===== src/rtl/err_mon_pkg.sv =====
// Shared error-monitor types: severity encoding, reference log entry layout, overflow width.
// ERR_LOG_TIMESTAMP_EN adds a timestamp field to the log entry.
package err_mon_pkg;

  typedef enum logic [1:0] {
    SEV_INFO  = 2'd0,
    SEV_WARN  = 2'd1,
    SEV_ERR   = 2'd2,
    SEV_FATAL = 2'd3
  } err_sev_e;

  localparam int ERR_OVF_W  = 16;
  localparam int ERR_SRC_W  = 3;
  localparam int ERR_CODE_W = 8;
  localparam int ERR_TS_W   = 16;

  // Entry layout at the default widths; err_log_arbiter builds the same
  // field order at its own parameter widths.
  typedef struct packed {
    logic [ERR_SRC_W-1:0]  src;
    err_sev_e              sev;
    logic [ERR_CODE_W-1:0] code;
`ifdef ERR_LOG_TIMESTAMP_EN
    logic [ERR_TS_W-1:0]   ts;
`endif
  } err_log_entry_t;

endpackage


===== src/rtl/err_log_fifo.sv =====
// First-word-fall-through synchronous FIFO; pointers carry one extra wrap bit.
module err_log_fifo #(
  parameter int W     = 8,
  parameter int DEPTH = 16,
  localparam int AW   = $clog2(DEPTH)
) (
  input  logic          clk,
  input  logic          rst_n,
  input  logic          push,
  input  logic [W-1:0]  wdata,
  input  logic          pop,
  output logic [W-1:0]  rdata,
  output logic [AW:0]   count,
  output logic          full,
  output logic          empty
);

  logic [W-1:0] mem [DEPTH];
  logic [AW:0]  wptr, rptr;
  logic         do_push, do_pop;

  assign empty   = (wptr == rptr);
  assign full    = (wptr[AW] != rptr[AW]) && (wptr[AW-1:0] == rptr[AW-1:0]);
  assign count   = wptr - rptr;
  assign do_pop  = pop && !empty;
  // A push into a full FIFO is accepted only if the head leaves in the same edge.
  assign do_push = push && (!full || do_pop);
  assign rdata   = empty ? '0 : mem[rptr[AW-1:0]];

  always_ff @(posedge clk or negedge rst_n) begin
    if (!rst_n) begin
      wptr <= '0;
      rptr <= '0;
    end else begin
      if (do_push) wptr <= wptr + (AW+1)'(1);
      if (do_pop)  rptr <= rptr + (AW+1)'(1);
    end
  end

  always_ff @(posedge clk) begin
    if (do_push) mem[wptr[AW-1:0]] <= wdata;
  end

endmodule


===== src/rtl/err_log_arbiter.sv =====
// Fatal-first round-robin arbiter feeding an error event log FIFO with lossy, counted overflow.
// ERR_LOG_TIMESTAMP_EN adds a free-running timestamp captured per entry and the log_ts port.
module err_log_arbiter
  import err_mon_pkg::*;
#(
  parameter int NUM_SRC = 8,
  parameter int CODE_W  = 8,
  parameter int DEPTH   = 16,
  parameter int TS_W    = 16,
  localparam int SRC_W  = $clog2(NUM_SRC),
  localparam int CNT_W  = $clog2(DEPTH) + 1
) (
  input  logic                            clk,
  input  logic                            rst_n,
  input  logic                            enable,
  input  logic [NUM_SRC-1:0]              src_req,
  input  logic [NUM_SRC-1:0][1:0]         src_sev,
  input  logic [NUM_SRC-1:0][CODE_W-1:0]  src_code,
  output logic [NUM_SRC-1:0]              src_ack,
  output logic                            log_valid,
  input  logic                            log_ready,
  output logic [SRC_W-1:0]                log_src,
  output logic [1:0]                      log_sev,
  output logic [CODE_W-1:0]               log_code,
`ifdef ERR_LOG_TIMESTAMP_EN
  output logic [TS_W-1:0]                 log_ts,
`endif
  output logic [CNT_W-1:0]                log_count,
  output logic                            log_full,
  output logic                            log_empty,
  output logic [ERR_OVF_W-1:0]            overflow_cnt,
  output logic                            drop_flag,
  input  logic                            clr_overflow,
  output logic                            fatal_pending
);

  if (NUM_SRC < 2 || NUM_SRC > 32 || DEPTH < 2 || (DEPTH & (DEPTH - 1)) != 0 ||
      CODE_W < 1 || TS_W < 1) begin : g_cfg_err
    $error("err_log_arbiter: unsupported parameter set");
  end

  typedef struct packed {
    logic [SRC_W-1:0]  src;
    err_sev_e          sev;
    logic [CODE_W-1:0] code;
`ifdef ERR_LOG_TIMESTAMP_EN
    logic [TS_W-1:0]   ts;
`endif
  } entry_t;

  logic [NUM_SRC-1:0] elig, fatal_v, cand;
  logic [SRC_W-1:0]   last_grant, gnt_idx;
  logic               gnt_vld;
  logic               pop, push_ok, drop;
  logic [CNT_W-1:0]   fatal_cnt, fatal_cnt_nxt;
  entry_t             wr_entry, head;

`ifdef ERR_LOG_TIMESTAMP_EN
  logic [TS_W-1:0] ts_cnt;

  always_ff @(posedge clk or negedge rst_n) begin
    if (!rst_n) ts_cnt <= '0;
    else        ts_cnt <= ts_cnt + TS_W'(1);
  end

  assign log_ts = head.ts;
`endif

  // A source acked this cycle is still showing its old request; mask it.
  always_comb begin
    elig    = src_req & ~src_ack;
    fatal_v = '0;
    for (int i = 0; i < NUM_SRC; i++)
      fatal_v[i] = elig[i] && (src_sev[i] == SEV_FATAL);
    cand = enable ? ((|fatal_v) ? fatal_v : elig) : '0;
  end

  always_comb begin
    int idx;
    gnt_vld = 1'b0;
    gnt_idx = '0;
    for (int i = 0; i < NUM_SRC; i++) begin
      idx = int'(last_grant) + 1 + i;
      if (idx >= NUM_SRC) idx = idx - NUM_SRC;
      if (!gnt_vld && cand[idx]) begin
        gnt_vld = 1'b1;
        gnt_idx = SRC_W'(idx);
      end
    end
  end

  always_comb begin
    wr_entry      = '0;
    wr_entry.src  = gnt_idx;
    wr_entry.sev  = err_sev_e'(src_sev[gnt_idx]);
    wr_entry.code = src_code[gnt_idx];
`ifdef ERR_LOG_TIMESTAMP_EN
    wr_entry.ts   = ts_cnt;
`endif
  end

  assign pop     = log_valid && log_ready;
  assign push_ok = gnt_vld && (!log_full || pop);
  assign drop    = gnt_vld && log_full && !pop;

  err_log_fifo #(
    .W     ($bits(entry_t)),
    .DEPTH (DEPTH)
  ) u_fifo (
    .clk   (clk),
    .rst_n (rst_n),
    .push  (gnt_vld),
    .wdata (wr_entry),
    .pop   (pop),
    .rdata (head),
    .count (log_count),
    .full  (log_full),
    .empty (log_empty)
  );

  assign log_valid = !log_empty;
  assign log_src   = head.src;
  assign log_sev   = head.sev;
  assign log_code  = head.code;

  always_comb begin
    fatal_cnt_nxt = fatal_cnt;
    if (push_ok && wr_entry.sev == SEV_FATAL) fatal_cnt_nxt = fatal_cnt_nxt + CNT_W'(1);
    if (pop && head.sev == SEV_FATAL)         fatal_cnt_nxt = fatal_cnt_nxt - CNT_W'(1);
  end

  always_ff @(posedge clk or negedge rst_n) begin
    if (!rst_n) begin
      src_ack       <= '0;
      last_grant    <= SRC_W'(NUM_SRC - 1);
      fatal_cnt     <= '0;
      fatal_pending <= 1'b0;
      overflow_cnt  <= '0;
      drop_flag     <= 1'b0;
    end else begin
      src_ack <= '0;
      if (gnt_vld) begin
        src_ack[gnt_idx] <= 1'b1;
        last_grant       <= gnt_idx;
      end
      fatal_cnt     <= fatal_cnt_nxt;
      fatal_pending <= (fatal_cnt_nxt != '0);
      // Clear wins over a same-cycle drop.
      if (clr_overflow) begin
        overflow_cnt <= '0;
        drop_flag    <= 1'b0;
      end else if (drop) begin
        if (overflow_cnt != '1) overflow_cnt <= overflow_cnt + ERR_OVF_W'(1);
        drop_flag <= 1'b1;
      end
    end
  end

endmodule

===== config.mk =====
export PLATFORM = sky130hd
export DESIGN_NAME = err_log_arbiter
export DESIGN_NICKNAME = d
export VERILOG_FILES = /design/src/rtl/err_mon_pkg.sv /design/src/rtl/err_log_fifo.sv /design/src/rtl/err_log_arbiter.sv
export SDC_FILE = /design/constraint.sdc
export NUM_CORES = 1
export LEC_CHECK = 0
export ABC_AREA = 1
export BUFFER_PORTS_ARGS = -buffer_cell sky130_fd_sc_hd__buf_2
export CAP_MARGIN = 20
export CORE_AREA = 5 5 179 129
export DETAILED_ROUTE_END_ITERATION = 8
export DIE_AREA = 0 0 184 134
export PLACE_DENSITY = 0.89
export SLEW_MARGIN = 20
export SYNTH_ARGS = -nofsm -noshare
export SYNTH_HDL_FRONTEND = slang
export SYNTH_HIERARCHICAL = 1
export SYNTH_SLANG_ARGS = --single-unit

===== constraint.sdc =====
create_clock -name clk -period 6.1 [get_ports clk]
set_input_delay 1.22 -clock clk [delete_from_list [all_inputs] [get_ports clk]]
set_output_delay 1.22 -clock clk [all_outputs]
set_load 0.05 [all_outputs]

==> flow_summary.toml, run 1 <==
[grt]
grt_max_degree = 95
grt_pass1_vias = 10500
grtUsageTotal_pct = 26.5
antenna_found_initial = 0
overflow = 0
grt_pass1_wl_microns = 52800

[logic_synthesis]
syn-instance-count = 1561
synthFlopType = "edfxtp_1"
ys_seq_area_share_pct = 55.5
async_flop_share_pct = 17.5
ys_types = 44
yosys_register_bits = 252
synth_area_sq_um = 13300
avgSynthCellArea_sq_um = 8.49
yosys_warnings = 6
syn_nets = 1669
synth_edf_count = 208

[layout]
antenna_cells = 0
drive_gt1_share_pct = 15.7
layoutNonFillerInstCount = 1994
nNetsFinal = 1801
synthToLayoutAreaGrowth_pct = 13.0
fin_util_pct = 70.4

[setup_path]
worstPathArrival_ns = 5.66
start_kind = "flip-flop"
required_ns = 6.51
critPathKind = "flip-flop to flip-flop"
cp_slowest_stage_delay_ns = 0.54
path_common_cell = "nand2_1"
cp_slowest_cell = "dfstp_2"
cp_top_family = "simple AND/OR/NAND/NOR gates"
critPathBufInv = 4
critical_path.max_fanout = 20
worstSetupEndpointType = "flip-flop"

[detailed_routing]
ant_nets = 0
wl_microns = 33200
drcViolationCount = 0
via_per_inst = 5.58
drt_iter0_markers = 1248
num_vias = 11100
wire_per_inst_microns = 16.6
drtPass1Iterations = 6

[placement]
dp.cells = 1948
dp_slack_ns = 0.562
place_congestion = 0.919
dp_hpwl_microns = 21300
port_buffers = 139

[timing]
fin_worst_skew_ns = 0.0384
setup-violations-final = 0
tightest_slew_ns = 1.15
setup-tns-final_ns = 0
rsz0062_at_grt = "false"
finalMaxSlewViolations = 0
setup_ws_ns = 0.849
final_hold_viol_count = 0
period_share_pct = 86.1
slew_headroom_pct = 23.2
fmax_mhz = 190
period_needed_ns = 5.25

[floorplan]
core_area_sq_um = 21300
ios = 140
rows = 45
initial_core_util_pct = 62.3
die_area_sq_um = 24700
fp.dieH_microns = 134
die_width_microns = 184

[clock_tree]
cts_setup_buffers = 0
cts_tree = "done"
cts.sinks = 252
htreeDepth = 1
clk_pin_slew_ns = 0.06
clk_path_buf_depth = 3
clk-insertion-delay-late_ns = 0.54
cts_resized = 0
cts_buffers = 25
cts-root-buf = "clkbuf_16"
ctsHoldBuffers = 0

[flow_run]
maxCapViolations = 0

[outcome]
status = "completed"

[hold_path]
hold_path_class = "flip-flop to flip-flop"
==> worst paths after layout <==
kind	cells past startpoint	slack, ns	startpoint	to
worst max-delay path	30	0.85	last_grant[0]	fatal_pending
worst min register to register	2	0.50	drop_flag	drop_flag
worst min-delay path	2	0.50	drop_flag	drop_flag
min in group asynchronous	1	0.70	rst_n	src_ack[0]
max in group asynchronous	1	4.94	rst_n	u_fifo/rptr[0]
worst max register to register	30	0.85	last_grant[0]	fatal_pending
==> layout by cell type, fill, tap and decap left out, types with 8 or more instances in the layout <==
cell type | synthesis | final
inv_1 | 215 | 215
nand2_2 | 16 | 16
o21ai_0 | 16 | 16
nand4_1 | 13 | 13
edfxtp_1 | 208 | 208
dfrtp_1 | 41 | 39
nor3_1 | 15 | 15
nand2_1 | 595 | 595
nor2_2 | 8 | 10
inv_2 | 15 | 15
a21oi_1 | 44 | 44
buf_2 | 22 | 138
clkbuf_16 | 0 | 25
nand3_1 | 179 | 179
nand3b_1 | 8 | 8
ha_1 | 14 | 14
xor2_1 | 10 | 10
nor2_1 | 65 | 63
buf_4 | 8 | 23
==> synthesized netlist by cell type, drive strengths merged, types with 8 or more instances <==
master | count | area, sq um
a21oi | 44 | 220
buf | 45 | 317
clkbuf | 11 | 41.3
dfrtp | 41 | 1030
edfxtp | 208 | 6250
ha | 14 | 175
inv | 232 | 876
nand2 | 615 | 2380
nand3 | 182 | 941
nand3b | 8 | 60.1
nand4 | 15 | 106
nor2 | 76 | 337
nor3 | 15 | 75.1
o21ai | 25 | 136
xor2 | 11 | 104
==> routing by layer <==
| metal | global-route usage [%] | up-vias | wire, microns |
|---|---|---|---|
| met5 | 0 | - | 0 |
| met2 | 43.2 | 632 | 15600 |
| met3 | 4.31 | 80 | 3430 |
| met1 | 38.0 | 5165 | 13400 |
| met4 | 5.95 | 0 | 637 |
| li1 | - | 5246 | - |
==> cell families (layout without fill, tap and decap cells) <==
family,Yosys count,after routing,share of synthesized area [%]
compound gates,73,73,2.95
xor+xnor,16,16,1.11
fa+ha+maj,15,15,1.47
buf+inv,290,441,9.37
flops,252,252,55.5
simple gates,915,915,29.6
==> sequential cells by signal, indices dropped and copies added (netlist names) <==
signal and count:
u_fifo/mem 208, overflow_cnt 16, src_ack 8, fatal_cnt 5
u_fifo/rptr 5, u_fifo/wptr 5, last_grant 3, drop_flag 1
fatal_pending 1
==> stage by stage <==
stage | hold WS (ns) | cell area (sq um)
floorplan | 0.466 | 13300
global placement | 0.478 | 14100
detailed placement | 0.490 | 14100
CTS | 0.505 | 15000
global route | 0.528 | 15000
finish | 0.499 | 15000
==> tightest hold or removal path, stage by stage (launching register included) <==
cell and delay, ns:
dfrtp_1 0.34, nor2_1 0.05, nor2_1 0.07
==> cell type report <==
cell class                      count  area [sq um]
Inverter                          234           885
Clock buffer                       28           637
Timing Repair Buffer              161           863
Fill cell                        1537          6300
Clock inverter                     18           223
Sequential cell                   252          7360
Tap cell                          282           353
Multi-Input combinational cell   1019          4670
Power of run 1 is left out: the tool's default activity adds up to more than one toggle a clock period on the data nets, which glitch-free logic cannot reach.
==> inputs of run 2 (changes only) <==
--- a/config.mk
+++ b/config.mk
@@ -12,6 +12,7 @@
 export DETAILED_ROUTE_END_ITERATION = 8
 export DIE_AREA = 0 0 184 134
 export PLACE_DENSITY = 0.89
+export RECOVER_POWER = 25
 export SLEW_MARGIN = 20
 export SYNTH_ARGS = -nofsm -noshare
 export SYNTH_HDL_FRONTEND = slang
==> constraint.sdc (replaced) <==
create_clock -name clk -period 6.1 [get_ports clk]
set_input_delay 0.915 -clock clk [delete_from_list [all_inputs] [get_ports clk]]
set_output_delay 0.915 -clock clk [all_outputs]
set_load 0.05 [all_outputs]
==> run 2 against run 1 <==
Effect of this change:
- the flow now finishes with violations (capacitance limit, slew limit)
- non-clock buffer count down 1
- register-to-register slack lost 0.20 ns
- highest routed layer is now met5
- worst setup slack got worse by 0.20 ns
==> flow_summary.toml, run 2 (synthesis results as in run 1) <==
[outcome]
status = "finished, violations left"
violations = "capacitance limit, slew limit"

[layout]
synthToLayoutAreaGrowth_pct = 12.4
fin_area_sq_um = 14900
final_common_cell = "nand2_1"
layoutNonFillerInstCount = 1991
final_cell_mix = "nand2_1 (596), inv_1 (218), edfxtp_1 (208)"
drive_gt1_share_pct = 13.3
fill_cells = 1559
multi_input_area_sq_um = 4650
nNetsFinal = 1799
largest_reg_flops = 208
seq_area_sq_um = 7360
antenna_cells = 0

[grt]
grt_max_degree = 106
grt_pass1_vias = 11000
grt_pass1_wl_microns = 54700
overflow = 0
antenna_found_initial = 2
grtUsageTotal_pct = 27.5

[detailed_routing]
wire_per_inst_microns = 17.2
drcViolationCount = 0
num_vias = 11200
wl_microns = 34300
drtPass1Iterations = 6
drt_iter0_markers = 1429
ant_nets = 0
via_per_inst = 5.61

[floorplan]
die_width_microns = 184
die_area_sq_um = 24700
ios = 140
initial_core_util_pct = 62.3
rows = 45
core_area_sq_um = 21300
fp.dieH_microns = 134

[clock_tree]
clk_path_buf_depth = 3
cts_setup_buffers = 0
cts_buffers = 24
cts_resized = 0
cts_tree = "done"
htreeDepth = 1
ctsHoldBuffers = 0
cts-root-buf = "clkbuf_16"
clk-insertion-delay-late_ns = 0.53
clk_pin_slew_ns = 0.07
cts.sinks = 252

[setup_path]
critPathKind = "flip-flop to flip-flop"
reg2reg_slack_ns = 0.65
path_common_cell = "nand2_1"
required_ns = 6.51
cp_slowest_stage_delay_ns = 0.54
worstPathArrival_ns = 5.87
cp_slowest_cell = "dfstp_2"
critical_path.max_fanout = 20
start_kind = "flip-flop"
worstSetupEndpointType = "flip-flop"

[timing]
slew_headroom_pct = -60.9
setup_ws_ns = 0.646
fmax_mhz = 183
period_needed_ns = 5.45
tightest_slew_ns = 2.41
fin_worst_skew_ns = 0.0220
finalMaxSlewViolations = 45
final_hold_viol_count = 0
setup-tns-final_ns = 0
rsz0062_at_grt = "false"
setup-violations-final = 0
period_share_pct = 89.4

[placement]
place_area_sq_um = 14100
dp.cells = 1946
dp_slack_ns = 0.721
port_buffers = 139
dp_hpwl_microns = 22100
place_congestion = 0.901

[hold_path]
hold_path_class = "flip-flop to flip-flop"

[flow_run]
maxCapViolations = 1
==> run 2: cell types whose count changed in the layout (fill, tap and decap cells not counted), sizes merged <==
cell and delta:
buf -32, inv -2, clkinv -3, clkinvlp -3, clkbuf +37
==> run 2: layer usage <==
layer  share of wire, %  vias to the layer above  global-route usage [%]
li1                   -                     5238                       -
met1                 40                     5260                    38.0
met2                 48                      590                    45.8
met3                9.7                       75                    4.91
met4                2.1                        4                    6.77
met5              0.064                        -                       0
==> run 2: area by class of cell <==
class	count	area share (%)
flip-flops and latches	252	49.4
repair buffers	160	5.57
multi-input cells	1019	31.2
well taps	282	2.37
clock buffers	34	4.43
clock inverters	10	1.07
inverters	234	5.93
==> run 2: final timing paths <==
kind,cells past startpoint,from,end
max,30,last_grant[0],fatal_pending
min,1,u_fifo/rptr[4],u_fifo/rptr[4]
max reg2reg,30,last_grant[0],fatal_pending
min reg2reg,1,u_fifo/rptr[4],u_fifo/rptr[4]
max in group asynchronous,1,rst_n,u_fifo/rptr[0]
min in group asynchronous,1,rst_n,drop_flag
==> run 2: worst max-delay path, delay by kind of cell, from the launching register on <==
family,cells,cell delay [ns]
and+or+nand+nor,21,2.89
buffers and inverters,4,0.52
AOI/OAI and AO/OA,2,0.37
DFF,1,0.54
xor gates and xnor gates,1,0.38
adders and majority gates,2,0.63
==> run 2: per-stage QoR <==
| stage | utilization [%] | hold slack, ns |
|---|---|---|
| final | 70.0 | 0.527 |
| after global routing | 70.0 | 0.548 |
| after CTS | 70.1 | 0.526 |
| after detailed placement | 66.3 | 0.485 |
| after global placement | 66.3 | 0.478 |
| after floorplan | - | 0.466 |
Power of run 2 is left out for the same reason.
==> inputs of run 3 (changes only) <==
--- a/config.mk
+++ b/config.mk
@@ -8,10 +8,10 @@
 export ABC_AREA = 1
 export BUFFER_PORTS_ARGS = -buffer_cell sky130_fd_sc_hd__buf_2
 export CAP_MARGIN = 20
-export CORE_AREA = 5 5 179 129
+export CORE_AREA = 5 5 219 157
 export DETAILED_ROUTE_END_ITERATION = 8
-export DIE_AREA = 0 0 184 134
-export PLACE_DENSITY = 0.89
+export DIE_AREA = 0 0 224 162
+export PLACE_DENSITY = 0.64
 export RECOVER_POWER = 25
 export SLEW_MARGIN = 20
 export SYNTH_ARGS = -nofsm -noshare
==> run 3 against run 2 <==
Effect of this change:
- the run still ends with capacitance limit, slew limit left
- die area increased by 47%
- final cell count increased by 7.8%
- critical path depth unchanged
- critical path type unchanged
- critical endpoint unchanged
- highest routed layer is now met4
==> flow_summary.toml, run 3 (synthesis results as in run 1) <==
[outcome]
status = "finished, violations left"
violations = "capacitance limit, slew limit"

[timing]
final_hold_viol_count = 0
finalMaxSlewViolations = 45
setup-tns-final_ns = 0
rsz0062_at_grt = "false"
period_needed_ns = 5.41
setup-violations-final = 0
fmax_mhz = 185
tightest_slew_ns = 2.57
period_share_pct = 88.7
slew_headroom_pct = -71.5
fin_worst_skew_ns = 0.0297
hold_slack_ns = 0.513
setup_ws_ns = 0.688

[setup_path]
required_ns = 6.51
worstPathArrival_ns = 5.83
start_kind = "flip-flop"
cp_slowest_cell = "dfstp_2"
setup.worst_path.start = "last_grant[0]"
worstReg2RegEnd = "fatal_pending"
worstSetupEndpointType = "flip-flop"
rr_startpoint = "last_grant[0]"
reg2reg_slack_ns = 0.69
cp_slowest_stage_delay_ns = 0.53
critPathKind = "flip-flop to flip-flop"
critical_path.max_fanout = 20
worst_r2r_path_depth = 30
path_common_cell = "nand2_1"

[grt]
antenna_found_initial = 0
grt_pass1_wl_microns = 52900
grt_pass1_vias = 9669
grt_max_degree = 76
grtUsageTotal_pct = 18.3
overflow = 0

[detailed_routing]
via_per_inst = 4.85
wire_per_inst_microns = 15.9
drcViolationCount = 0
ant_nets = 0
num_vias = 10400
drtPass1Iterations = 7
wl_microns = 34100
drt_iter0_markers = 865

[layout]
fin_area_sq_um = 15100
fill_cells = 3034
synthToLayoutAreaGrowth_pct = 13.7
final_cell_mix = "nand2_1 (597), inv_1 (217), edfxtp_1 (208)"
antenna_cells = 0
drive_gt1_share_pct = 13.0
nNetsFinal = 1808
largest_reg_flops = 208
final_common_cell = "nand2_1"

[placement]
dp_slack_ns = 0.738
place_congestion = 0.906
dp_hpwl_microns = 23000
port_buffers = 139
place_area_sq_um = 14300

[floorplan]
die_width_microns = 224
die_area_sq_um = 36300
ios = 140
rows = 55
fp.dieH_microns = 162
initial_core_util_pct = 41.4
core_area_sq_um = 32000

[clock_tree]
cts_buffers = 26
cts.sinks = 252
ctsHoldBuffers = 0
clk-insertion-delay-late_ns = 0.55
clk_path_buf_depth = 3
clk_pin_slew_ns = 0.06
cts_resized = 0
cts-root-buf = "clkbuf_16"
cts_tree = "done"
cts_setup_buffers = 0
htreeDepth = 1

[hold_path]
hp-start = "drop_flag"
holdPathStages = 2
hold_path_end = "drop_flag"
hold_path_class = "flip-flop to flip-flop"

[flow_run]
maxCapViolations = 1
run 3: cell count changes in the layout (fill, tap and decap cells not counted), sizes merged:
cell,previous run,this run
inv,231,232
buf,129,130
bufinv,4,1
clkinv,8,7
clkinvlp,1,3
clkbuf,65,76
run 3: worst max-delay path: cells and delay by family, from the launching register on:
kind                       cells  cell delay, ns
AOI/OAI and AO/OA              1            0.14
DFF                            1            0.53
adders and majority gates      2            0.59
xor gates and xnor gates       1            0.39
buffers and inverters          6            0.68
and+or+nand+nor               20            2.95
run 3: area by class of cell:
class / instances / area, sq um / share of cell area, %
clock inverter: 9 / 91.3 / 0.606
sequential: 252 / 7360 / 48.8
timing repair buffer: 167 / 852 / 5.65
inverter: 234 / 883 / 5.86
clock buffer: 39 / 709 / 4.71
tap: 427 / 534 / 3.55
multi-input combinational: 1019 / 4640 / 30.8
run 3: worst max path at each step:
| stage | to | slack (ns) | cells after the start |
|---|---|---|---|
| after global placement | fatal_pending | 0.87 | 35 |
| after CTS | fatal_pending | 0.87 | 30 |
| after global routing | fatal_pending | 0.16 | 30 |
| after floorplan | fatal_pending | 1.91 | 34 |
| final | fatal_pending | 0.69 | 30 |
| after detailed placement | fatal_pending | 0.74 | 35 |
run 3: stage by stage:
stage | util [%] | cells
global route | 47.1 | 2147
CTS | 47.3 | 2147
floorplan | - | 1561
detailed placement | 44.8 | 2099
global placement | 44.8 | 2099
finish | 47.1 | 2147
run 3: layer usage:
metal  share of wire [%]  global-route usage (%)
met1                  48                    27.9
met2                  44                    27.6
met3                 6.0                    3.09
met4                 1.6                    3.45
met5                   0                       0
Power of run 3 is left out for the same reason.
